`src/rtl/bcd_display_defs.sv`:
```
// Shared constants for the multiplexed BCD display: segment patterns ({g,f,e,d,c,b,a},
// active-low) and the default scan timing.
package bcd_display_defs;

    typedef logic [6:0] seg_t;

    localparam int DEF_CLK_DIV      = 50000;
    localparam int DEF_BLANK_CYCLES = 1000;

    localparam int NUM_DIGITS = 5;
    localparam int NUM_POS    = 6;

    localparam seg_t SEG_0     = 7'b1000000;
    localparam seg_t SEG_1     = 7'b1111001;
    localparam seg_t SEG_2     = 7'b0100100;
    localparam seg_t SEG_3     = 7'b0110000;
    localparam seg_t SEG_4     = 7'b0011001;
    localparam seg_t SEG_5     = 7'b0010010;
    localparam seg_t SEG_6     = 7'b0000010;
    localparam seg_t SEG_7     = 7'b1111000;
    localparam seg_t SEG_8     = 7'b0000000;
    localparam seg_t SEG_9     = 7'b0010000;
    localparam seg_t SEG_E     = 7'b0000110;
    localparam seg_t SEG_MINUS = 7'b0111111;
    localparam seg_t SEG_BLANK = 7'b1111111;

endpackage

```
`src/rtl/bcd_display_scan_if.sv`:
```
// Display value in (load strobe, sign, five BCD digits) and scanned anode/segment drive out.
interface bcd_display_scan_if;
    import bcd_display_defs::*;

    logic       load;
    logic       negative;
    logic [3:0] bcd_digit0;
    logic [3:0] bcd_digit1;
    logic [3:0] bcd_digit2;
    logic [3:0] bcd_digit3;
    logic [3:0] bcd_digit4;
    logic [5:0] an;
    seg_t       seg;

    modport master (
        output load, negative, bcd_digit0, bcd_digit1, bcd_digit2, bcd_digit3, bcd_digit4,
        input  an, seg
    );

    modport slave (
        input  load, negative, bcd_digit0, bcd_digit1, bcd_digit2, bcd_digit3, bcd_digit4,
        output an, seg
    );

endinterface

```
`src/rtl/bcd_to_seg7.sv`:
```
// Combinational BCD to active-low 7-segment encoder; values above 9 render as "E".
module bcd_to_seg7
    import bcd_display_defs::*;
(
    input  logic [3:0] digit,
    output seg_t       seg
);

    always_comb begin
        seg = SEG_E;
        case (digit)
            4'd0:    seg = SEG_0;
            4'd1:    seg = SEG_1;
            4'd2:    seg = SEG_2;
            4'd3:    seg = SEG_3;
            4'd4:    seg = SEG_4;
            4'd5:    seg = SEG_5;
            4'd6:    seg = SEG_6;
            4'd7:    seg = SEG_7;
            4'd8:    seg = SEG_8;
            4'd9:    seg = SEG_9;
            default: seg = SEG_E;
        endcase
    end

endmodule

```
`src/rtl/bcd_display_scan.sv`:
```
// Six-position multiplexed display driver: shadow-registers a signed 5-digit BCD value and
// scans it with leading-zero blanking and an anti-ghost blank window; an/seg are registered.
module bcd_display_scan
    import bcd_display_defs::*;
#(
    parameter int CLK_DIV      = DEF_CLK_DIV,
    parameter int BLANK_CYCLES = DEF_BLANK_CYCLES
) (
    input  logic               clk,
    input  logic               reset_n,
    bcd_display_scan_if.slave  bus
);

    localparam int PW = (CLK_DIV > 1) ? $clog2(CLK_DIV) : 1;
    localparam logic [PW-1:0] PRESC_LAST = PW'(CLK_DIV - 1);

    logic [PW-1:0]  presc;
    logic [2:0]     idx;
    logic [4:0][3:0] sh_dig;
    logic           sh_neg;

    logic           tick;
    logic           blank_win;
    logic [3:0]     cur_dig;
    seg_t           dig_seg;
    logic [7:0]     show;
    logic [5:0]     next_an;
    seg_t           next_seg;

    assign tick      = (presc == PRESC_LAST);
    assign blank_win = (int'(presc) < BLANK_CYCLES);

    always_comb begin
        cur_dig = 4'd0;
        case (idx)
            3'd0:    cur_dig = sh_dig[0];
            3'd1:    cur_dig = sh_dig[1];
            3'd2:    cur_dig = sh_dig[2];
            3'd3:    cur_dig = sh_dig[3];
            3'd4:    cur_dig = sh_dig[4];
            default: cur_dig = 4'd0;
        endcase
    end

    // show[k] is set when some digit at position k or above is nonzero; ones always shows.
    always_comb begin
        show    = '0;
        show[4] = |sh_dig[4];
        show[3] = show[4] | (|sh_dig[3]);
        show[2] = show[3] | (|sh_dig[2]);
        show[1] = show[2] | (|sh_dig[1]);
        show[0] = 1'b1;
    end

    bcd_to_seg7 u_enc (
        .digit (cur_dig),
        .seg   (dig_seg)
    );

    always_comb begin
        next_an  = 6'b111111;
        next_seg = SEG_BLANK;
        if (!blank_win) begin
            next_an = ~(6'd1 << idx);
            if (idx == 3'd5) begin
                next_seg = sh_neg ? SEG_MINUS : SEG_BLANK;
            end else begin
                next_seg = show[idx] ? dig_seg : SEG_BLANK;
            end
        end
    end

    always_ff @(posedge clk or negedge reset_n) begin
        if (!reset_n) begin
            presc   <= '0;
            idx     <= 3'd0;
            sh_dig  <= '0;
            sh_neg  <= 1'b0;
            bus.an  <= 6'b111111;
            bus.seg <= SEG_BLANK;
        end else begin
            presc <= tick ? '0 : presc + 1'b1;
            if (tick) begin
                idx <= (idx == 3'd5) ? 3'd0 : idx + 3'd1;
            end
            if (bus.load) begin
                sh_dig <= {bus.bcd_digit4, bus.bcd_digit3, bus.bcd_digit2,
                           bus.bcd_digit1, bus.bcd_digit0};
                sh_neg <= bus.negative;
            end
            bus.an  <= next_an;
            bus.seg <= next_seg;
        end
    end

endmodule

```
`src/flat_wrapper.sv`:
```
// flat-port wrapper written by rule: the top's interface ports become plain ports
module bcd_display_scan_flat import bcd_display_defs::*;
#(
    parameter int CLK_DIV      = DEF_CLK_DIV,
    parameter int BLANK_CYCLES = DEF_BLANK_CYCLES
)
  (clk, reset_n, bus_load, bus_negative, bus_bcd_digit0, bus_bcd_digit1, bus_bcd_digit2, bus_bcd_digit3, bus_bcd_digit4, bus_an, bus_seg);
  bcd_display_scan_if bus_i ();
  input  logic clk;
  input  logic reset_n;
  input wire logic [$bits(bus_i.load)-1:0] bus_load;
  input wire logic [$bits(bus_i.negative)-1:0] bus_negative;
  input wire logic [$bits(bus_i.bcd_digit0)-1:0] bus_bcd_digit0;
  input wire logic [$bits(bus_i.bcd_digit1)-1:0] bus_bcd_digit1;
  input wire logic [$bits(bus_i.bcd_digit2)-1:0] bus_bcd_digit2;
  input wire logic [$bits(bus_i.bcd_digit3)-1:0] bus_bcd_digit3;
  input wire logic [$bits(bus_i.bcd_digit4)-1:0] bus_bcd_digit4;
  output wire logic [$bits(bus_i.an)-1:0] bus_an;
  output wire logic [$bits(bus_i.seg)-1:0] bus_seg;
  assign bus_i.load = bus_load;
  assign bus_i.negative = bus_negative;
  assign bus_i.bcd_digit0 = bus_bcd_digit0;
  assign bus_i.bcd_digit1 = bus_bcd_digit1;
  assign bus_i.bcd_digit2 = bus_bcd_digit2;
  assign bus_i.bcd_digit3 = bus_bcd_digit3;
  assign bus_i.bcd_digit4 = bus_bcd_digit4;
  assign bus_an = bus_i.an;
  assign bus_seg = bus_i.seg;
  bcd_display_scan #(.CLK_DIV(CLK_DIV), .BLANK_CYCLES(BLANK_CYCLES)) u_core (.clk(clk), .reset_n(reset_n), .bus(bus_i));
endmodule
```
`config.mk`:
```
export PLATFORM = sky130hd
export DESIGN_NAME = bcd_display_scan_flat
export DESIGN_NICKNAME = d
export VERILOG_FILES = /design/src/rtl/bcd_display_defs.sv /design/src/rtl/bcd_display_scan_if.sv /design/src/rtl/bcd_to_seg7.sv /design/src/rtl/bcd_display_scan.sv /design/src/flat_wrapper.sv
export SDC_FILE = /design/constraint.sdc
export NUM_CORES = 1
export LEC_CHECK = 0
export CELL_PAD_IN_SITES_DETAIL_PLACEMENT = 2
export CELL_PAD_IN_SITES_GLOBAL_PLACEMENT = 2
export CORE_UTILIZATION = 32
export DETAILED_ROUTE_END_ITERATION = 8
export PLACE_DENSITY = 0.73
export SKIP_LAST_GASP = 1
export SLEW_MARGIN = 10
export SYNTH_ARGS = -nofsm -noshare
export SYNTH_HDL_FRONTEND = slang
export SYNTH_SLANG_ARGS = --single-unit
```
`constraint.sdc`:
```
create_clock -name clk -period 2 [get_ports clk]
set_input_delay 0.3 -clock clk [delete_from_list [all_inputs] [get_ports clk]]
set_output_delay 0.3 -clock clk [all_outputs]
set_load 0.02 [all_outputs]
```
# Yosys cells after proc, flatten, opt, wreduce, memory -nomap -nowiden
# Memories as Yosys holds them, arrays and structs flattened.
# Index checks and enable logic that the tools add are counted.
# word_totals
ff_bits	53
rom_bits	112
inputBits	24
output_inout_bits	13
wordCells	41
memories	1
# classes
addsub	2
magnitude_cmp	2
n_eq_ne	6
shift	1
mux	10
n_bitwise	4
reduce_logical	5
# mem_list
memory	depth	width	read_ports	rd_clocked_by_memory_dff	wr	line	source
(name not given)	16	7	1	0	0	bcd_to_seg7.sv:11	case (digit)
# op_table
op	n
$mux 7	4
$pmux 4 s5	1
$add 16x1->16 const B	1
$eq 16x16->1 const B	1
$lt 16x10->1 const B	1
$mux 16	1
$reduce_or 4->1	4
$eq 3x2->1 const B	2
$eq 3x3->1 const B	2
$mux 6	1
$not 6->6	1
$shl 1x3->6 const A	1
$lt 3x4->1 const B	1
$add 3x1->3 const B	1
$bmux 1 s3	1
$eq 3x1->1 const B	1
$logic_not 3->1	1
$mux 3	1
$or 1x1->1	3
$mux 1	1

# Logic depth before layout (Yosys ltp)
# Gate-level depths: netlist of run 1.
# depth
word_depth	9
depth_mapped	11
ltp_nobuf	9

# Hierarchy
# From an unflattened synthesis of run 1, not the netlist that was laid out.
# hier_totals
hier_cells	221
area_unflattened_um2	2537.4
# by_module_without_submodules
mod	instances	cells_each	area_per_inst_um2	seq_area_each_um2
bcd_display_scan	1	194	2346.0	1342.5
bcd_to_seg7	1	27	191.4	0.0

# Worst setup path after synthesis of run 1
# No wires, ideal clock.
# synth_timing
kind	reg-to-reg
start	reg u_core.idx[0]
end	reg u_core.bus.seg[4]
setup_ps	94
t_arrival_ps	2055
t_required_ps	1906
setup_slack_ps	-149
path_stages_with_launch	11
n_path_buf	2
synth_period_minus_slack_ps	2149
path_cell_list	dfrtp_1 > buf_6 > clkbuf_1 > and2_1 > ha_1 > a32oi_1 > o21a_1 > inv_1 > ha_1 > and2_4 > o311ai_2
# synth_between
elab_chain_len	6
word_cells_on_any_way	13
cone_classes	5 x eq/ne; 6 x mux; 1 x reduce/logical; 1 x memory
# synth_rtl
element	line	source
from (decl)	bcd_display_scan.sv:18	logic [2:0] idx;
from (signal assigned)	bcd_display_scan.sv:84	idx <= (idx == 3'd5) ? 3'd0 : idx + 3'd1;
$eq 3x3->1, or another cell as far along	bcd_display_scan.sv:35	case (idx)
$pmux 4 s5	bcd_display_scan.sv:35	
$mem_v2 16x7	-	
$mux 7	bcd_display_scan.sv:68	next_seg = show[idx] ? dig_seg : SEG_BLANK;
$mux 7 (*)	bcd_display_scan.sv:65	if (idx == 3'd5) begin
$mux 7 (*)	bcd_display_scan.sv:63	if (!blank_win) begin
net u_core.next_seg[4]	bcd_display_scan.sv:28	seg_t next_seg;
to (signal assigned)	bcd_display_scan.sv:92	bus.seg <= next_seg;
to (decl)	bcd_display_scan_if.sv:22	output an, seg
# Mark *: on every way through the listed nets, which the timed path passes. The rest lies on a longest branch. The select of a mux whose other input is x is not followed.
# A chain may end at the register's enable or synchronous reset.

# Final worst setup path of run 1
# layout_timing
start	reg u_core.idx[1]
end	reg u_core.bus.seg[4]
# The elaborated chain is that of the path after synthesis.

==> summary.txt, run 1 <==
EDFF count, synth = 0
Starting Density = 0.339
clock skew = 0.0107 ns
cells along the critical path = buf_4, a21boi_0, o31ai_2, inv_1, buf_4, ha_4, and2_4, o311ai_2
cell area after synthesis = 0.00251 mm^2
DR vias = 1936
Psw = 508 uW
Avg Synthesized Cell Area = 11.3 um^2
pre-CTS setup slack = -0.0570 ns
Post-Syn Instances = 222
RSZ-0062 raised after global routing = true
gr usage total = 0.168
initial antenna violation count = 0
post-detailed-routing wire length = 6620 um
VDD IR-drop max = 0.000294 V
Final Max Tran Viols = 0
Final nets = 316
final setup vio count = 0
pwr dens = 603 mW/mm^2
Worst path max stage delay = 0.47 ns
Switching Fraction = 0.254
post-route setup TNS = 0 ns
critical path's slowest cell = dfrtp_2
hpwl dp = 4880 um
worst path bufs/invs = 3
Fin Hold WS = 0.460 ns
DR WL/cell = 17.2 um
H-tree Lvls = 2
utilization after layout = 0.449
clk slew on worst S/H paths = 0.10 ns
Hold Crit Class = register to register
register area share after synthesis = 0.534
vias per std cell = 5.03
drt drc = 0
Worst Path Max Fanout = 7
CP arrival = 2.15 ns
Req. time, crit path = 2.22 ns
Fmax = 519 MHz
fin crit period = 1.93 ns
worst setup margin = 0.0739 ns
Rel. slew slack = 0.635
Skew-Pair Late Insertion Delay = 0.31 ns
root buf cell = clkbuf_8
Clock power frac = 0.300
Die Footprint = 0.00821 mm^2
CTS max path bufs = 2
clock net sink count = 53
async set or reset register ratio after synthesis = 1.00
PortBufs = 36
endpoint class of the critical path = register
max_cap viols = 0
I/O pins = 37
CP most frequent cell = buf_4
Overflow after GRT = 0
count of cell types in the netlist = 43
Mapped Nets = 253
Setup CP Type = register to register
YS warnings = 0
Cell Int Power = 1.49 mW
drt first pass iters = 4
register bit total from synthesis = 53
Die Wd = 90.6 um
CTS tree = built
Final Hold Fails = 0
status = finished clean
largest net degree at the start of global routing = 33
main flop type after synthesis = dfrtp_1
area grow syn2layout = 32.2%
CTS buffer count = 5
vias in the first global route = 2073
n_diodes = 0
layout cells sized above 1 = 0.311
row count = 31
worst slew pin tran = 0.548 ns
Core Region = 0.00741 mm^2
Iteration-0 DRC Markers = 70
GPL Wtd Cong = 0.816
first-pass GRT wire length = 10900 um
Logic pwr share = 0.124
DIE HEIGHT = 90.6 um
critical path launch point type = register
Tcrit/Tclk final = 0.963
largest delay contributor family on the critical path = compound AO/OA/AOI/OAI gates
remaining antenna violation count = 0
Leak = 1.40 nW
sequential power share = 0.576
[final timing paths]
path,start,end,slack (ns),depth (start not counted)
setup / recovery,u_core.idx[1]$_DFFE_PN0N_,u_core.bus.seg[4]$_DFF_PN1_,0.07,8
max in group asynchronous,reset_n,u_core.bus.seg[1]$_DFF_PN1_,0.88,3
min in group asynchronous,reset_n,u_core.sh_dig[0]$_DFFE_PN0P_,0.51,2
setup reg to reg,u_core.idx[1]$_DFFE_PN0N_,u_core.bus.seg[4]$_DFF_PN1_,0.07,8
hold reg to reg,u_core.presc[0]$_DFF_PN0_,u_core.presc[0]$_DFF_PN0_,0.46,1
hold / removal,u_core.presc[0]$_DFF_PN0_,u_core.presc[0]$_DFF_PN0_,0.46,1
[repair_timing]
action | in CTS | in global routing
hold buffers | 1 | 0
cloned | 0 | 0
endpoints found under the hold margin | 18 | 0
resized for setup | 4 | 8
setup buffers | 1 | 4
endpoints found under the setup margin | 3 | 7
[cells in the mapped netlist (all sizes together) (4+ instances only)]
library cell  number  area, um^2
a21oi              7        35.0
and3               4        25.0
buf                4        30.0
clkbuf             6        22.5
dfrtp             40        1000
dfstp             13         342
ha                 7        87.6
inv                8        30.0
mux2              22         251
nand2             16        60.1
nand3             10        50.1
nor2              17        63.8
nor4               6        37.5
o21ai              9        45.0
xnor2              7        61.3
xor2               7        61.3
[power by group through the flow]
| stage | logic, mW | registers [mW] | clock network, mW |
|---|---|---|---|
| after floorplan | 0.124 | 1.16 | 0 |
| after global placement | 0.226 | 1.17 | 0 |
| after detailed placement | 0.237 | 1.17 | 0 |
| after CTS | 0.244 | 1.15 | 0.625 |
| after global routing | 0.274 | 1.16 | 0.665 |
| final | 0.248 | 1.15 | 0.601 |
[cell families after synthesis]
logic type                 Yosys count  synth area share
xor gates and xnor gates            14            0.0488
AOI/OAI and AO/OA                   34            0.0936
buffers and inverters               18            0.0329
muxes                               23             0.104
DFF                                 53             0.534
and+or+nand+nor                     73             0.152
adders and majority gates            7            0.0348
[worst register-to-register path, stage by stage, from the launching register on]
cell      delay, ns
dfrtp_2        0.47
buf_4          0.15
a21boi_0       0.13
o31ai_2        0.28
inv_1          0.15
buf_4          0.18
ha_4           0.15
and2_4         0.13
o311ai_2       0.20
[through the flow]
stage          instances  total power, mW  cell area [um^2]
6_report             385             2.00              3320
5_1_grt              385             2.10              3320
4_1_cts              381             2.02              3270
3_5_place_dp         371             1.41              3160
3_3_place_gp         371             1.40              3160
2_1_floorplan        222             1.28              2550
[sequential cells by signal, indices dropped and copies added, names as in the netlist]
register and count:
u_core.bus.seg 7, u_core.sh_neg 1, u_core.idx 3, u_core.sh_dig 20, u_core.bus.an 6, u_core.presc 16
[per-layer routing]
layer	track usage	wire, um
met1	0.224	2950
met2	0.282	3370
met3	0.0311	218
met4	0.0417	87
met5	0	0
[layout by cell type, fill, tap and decap left out, types with 2 or more instances in the layout]
cell             instances
dfstp_2                 13
xnor2_1                  7
buf_4                   28
a21oi_1                  7
nand4_1                  2
clkbuf_8                 5
nor4_1                   5
o21ai_1                  3
dfrtp_1                 38
o311ai_2                 2
ha_1                     4
and3_1                   4
nand3_1                 10
xor2_1                   7
nand2_1                 16
clkinv_2                 2
mux2_2                  21
o211ai_1                 3
o21ai_0                  6
and2_1                   2
nor2b_1                  2
ha_2                     2
nor2_1                  17
dfrtp_2                  2
o21a_1                   2
inv_1                    7
and4_1                   3
nand3b_1                 3
clkdlybuf4s50_1         35
[cell type report]
cell class | instances | area [um^2]
Inverter | 8 | 30.0
Fill cell | 764 | 4090
Clock buffer | 5 | 68.8
Tap cell | 99 | 124
Multi-Input combinational cell | 151 | 1140
Sequential cell | 53 | 1350
Timing Repair Buffer | 66 | 596
Clock inverter | 3 | 17.5
(Power assumes the default switching activity.)
==> inputs of run 2 (changes only) <==
--- a/config.mk
+++ b/config.mk
@@ -10,6 +10,7 @@
 export CORE_UTILIZATION = 32
 export DETAILED_ROUTE_END_ITERATION = 8
 export PLACE_DENSITY = 0.73
+export RECOVER_POWER = 25
 export SKIP_LAST_GASP = 1
 export SLEW_MARGIN = 10
 export SYNTH_ARGS = -nofsm -noshare
==> run 2 against run 1 <==
Compared with the run above: first-iteration DRC count stayed put; sequential power hardly changed; flip-flop and latch count stayed put; combinational power hardly changed; hold slack hardly changed; total power hardly changed; register-to-register slack hardly changed; via count is 0.52% lower; setup slack better by 0.0047 ns; design area is 0.11% lower; largest cell class unchanged; highest routed layer unchanged.
==> summary.txt, run 2 (synthesis results as in run 1) <==
Die Footprint = 0.00821 mm^2 (unchanged)
PortBufs = 36 (unchanged)
CP arrival = 2.14 ns (about the same)
pwr dens = 603 mW/mm^2 (about the same)
post-detailed-routing wire length = 6610 um (-0.14%)
Worst Hold Launch = u_core.presc[0]$_DFF_PN0_
Rel. slew slack = 0.125 (-0.510)
clock skew = 0.0107 ns (-0.00000460 ns)
I/O pins = 37 (unchanged)
root buf cell = clkbuf_8
Tcrit/Tclk final = 0.961 (-0.00234)
Iteration-0 DRC Markers = 70 (unchanged)
max_cap viols = 0 (unchanged)
most frequent cells in the layout = dfrtp_1 (38), clkdlybuf4s50_1 (35), buf_4 (27)
worst setup path startpoint = u_core.idx[1]$_DFFE_PN0N_
Final nets = 316 (unchanged)
status = finished clean
Overflow after GRT = 0 (unchanged)
worst slew pin tran = 1.31 ns (+0.765 ns)
DR vias = 1926 (-0.52%)
drt first pass iters = 4 (unchanged)
VDD IR-drop max = 0.000293 V (-0.36%)
Leak = 1.40 nW (-0.24%)
DIE HEIGHT = 90.6 um (unchanged)
CTS buffer count = 5 (unchanged)
RR Startpoint = u_core.idx[1]$_DFFE_PN0N_
utilization after layout = 0.448 (-0.000507)
drt drc = 0 (unchanged)
Final Max Tran Viols = 0 (unchanged)
fin crit period = 1.92 ns (-0.00467 ns)
GPL Wtd Cong = 0.816 (unchanged)
Cell Count, Final, Fillers Out = 385 (unchanged)
Starting Density = 0.339 (unchanged)
post-route setup TNS = 0 ns (unchanged)
Skew-Pair Late Insertion Delay = 0.31 ns (about the same)
Fmax = 520 MHz (+0.24%)
Setup CP Type = register to register
gr usage total = 0.168 (unchanged)
remaining antenna violation count = 0 (unchanged)
n_diodes = 0 (unchanged)
placed insts = 371 (unchanged)
initial antenna violation count = 0 (unchanged)
CTS tree = built
hpwl dp = 4880 um (unchanged)
Hold Crit Class = register to register
DR WL/cell = 17.2 um (-0.14%)
worst setup margin = 0.0786 ns (+0.00467 ns)
critical path launch point type = register
clock net sink count = 53 (unchanged)
Top reg by flops = u_core.sh_dig
Largest regs = u_core.sh_dig x20, u_core.presc x16, u_core.bus.seg x7
first-pass GRT wire length = 10900 um (unchanged)
layout cells sized above 1 = 0.308 (-0.00350)
Req. time, crit path = 2.22 ns (about the same)
RSZ-0062 raised after global routing = true
clk slew on worst S/H paths = 0.10 ns (about the same)
vias per std cell = 5.00 (-0.52%)
total power = 2.00 mW (about the same)
vias in the first global route = 2073 (unchanged)
Worst Path Max Fanout = 7 (unchanged)
Die Wd = 90.6 um (unchanged)
row count = 31 (unchanged)
final setup vio count = 0 (unchanged)
CTS max path bufs = 2 (unchanged)
area grow syn2layout = 32.1%
pre-CTS setup slack = -0.0570 ns (unchanged)
max FFs per register = 20 (unchanged)
largest net degree at the start of global routing = 33 (unchanged)
H-tree Lvls = 2 (unchanged)
most common cell after layout, fill and taps aside = dfrtp_1
Final Hold Fails = 0 (unchanged)
endpoint class of the critical path = register
Core Region = 0.00741 mm^2 (unchanged)
[run 2: worst paths after layout]
kind | endpoint | slack [ns] | cells after the start
worst max-delay path | u_core.bus.seg[4]$_DFF_PN1_ | 0.08 | 8
worst min-delay path | u_core.presc[0]$_DFF_PN0_ | 0.46 | 1
worst max register to register | u_core.bus.seg[4]$_DFF_PN1_ | 0.08 | 8
worst min register to register | u_core.presc[0]$_DFF_PN0_ | 0.46 | 1
max in group asynchronous | u_core.bus.seg[1]$_DFF_PN1_ | 0.35 | 3
min in group asynchronous | u_core.sh_dig[0]$_DFFE_PN0P_ | 0.81 | 2
[run 2: metal layers]
layer,global-route usage,wire (um),up-vias,part of all wire
li1,-,-,899,-
met1,0.224,2950,978,0.45
met2,0.282,3370,40,0.51
met3,0.0311,201,9,0.030
met4,0.0417,87,0,0.013
met5,0,0,-,0
[run 2: critical path, stage by stage (launching register included)]
cell      delay [ns]
dfrtp_2         0.46
buf_4           0.15
a21boi_0        0.13
o31ai_2         0.28
inv_1           0.14
buf_4           0.18
ha_4            0.15
and2_4          0.13
o311ai_2        0.20
[run 2: area by class of cell]
type                            instances  area (um^2)
Clock buffer                            5         68.8
Inverter                                8         30.0
Fill cell                             766         4090
Clock inverter                          3         17.5
Tap cell                               99          124
Sequential cell                        53         1350
Multi-Input combinational cell        151         1140
Timing Repair Buffer                   66          592
[run 2: metrics by stage]
step                      hold WS, ns  cell area [um^2]
after global placement          0.310              3160
after floorplan               0.00441              2550
after CTS                       0.470              3270
final                           0.460              3320
after detailed placement        0.333              3160
after global routing            0.486              3320
[run 2: power by group]
group | total [mW] | switching, mW | internal (mW)
registers | 1.15 | 0.0392 | 1.11
logic | 0.247 | 0.111 | 0.136
clock network | 0.600 | 0.357 | 0.243
[run 2: what timing repair did]
action / CTS / global route
cloned: 0 / 0
hold buffers: 1 / 0
hold endpoints to repair: 18 / 0
setup buffers: 1 / 4
resized for setup: 4 / 8
setup endpoints to repair: 3 / 7
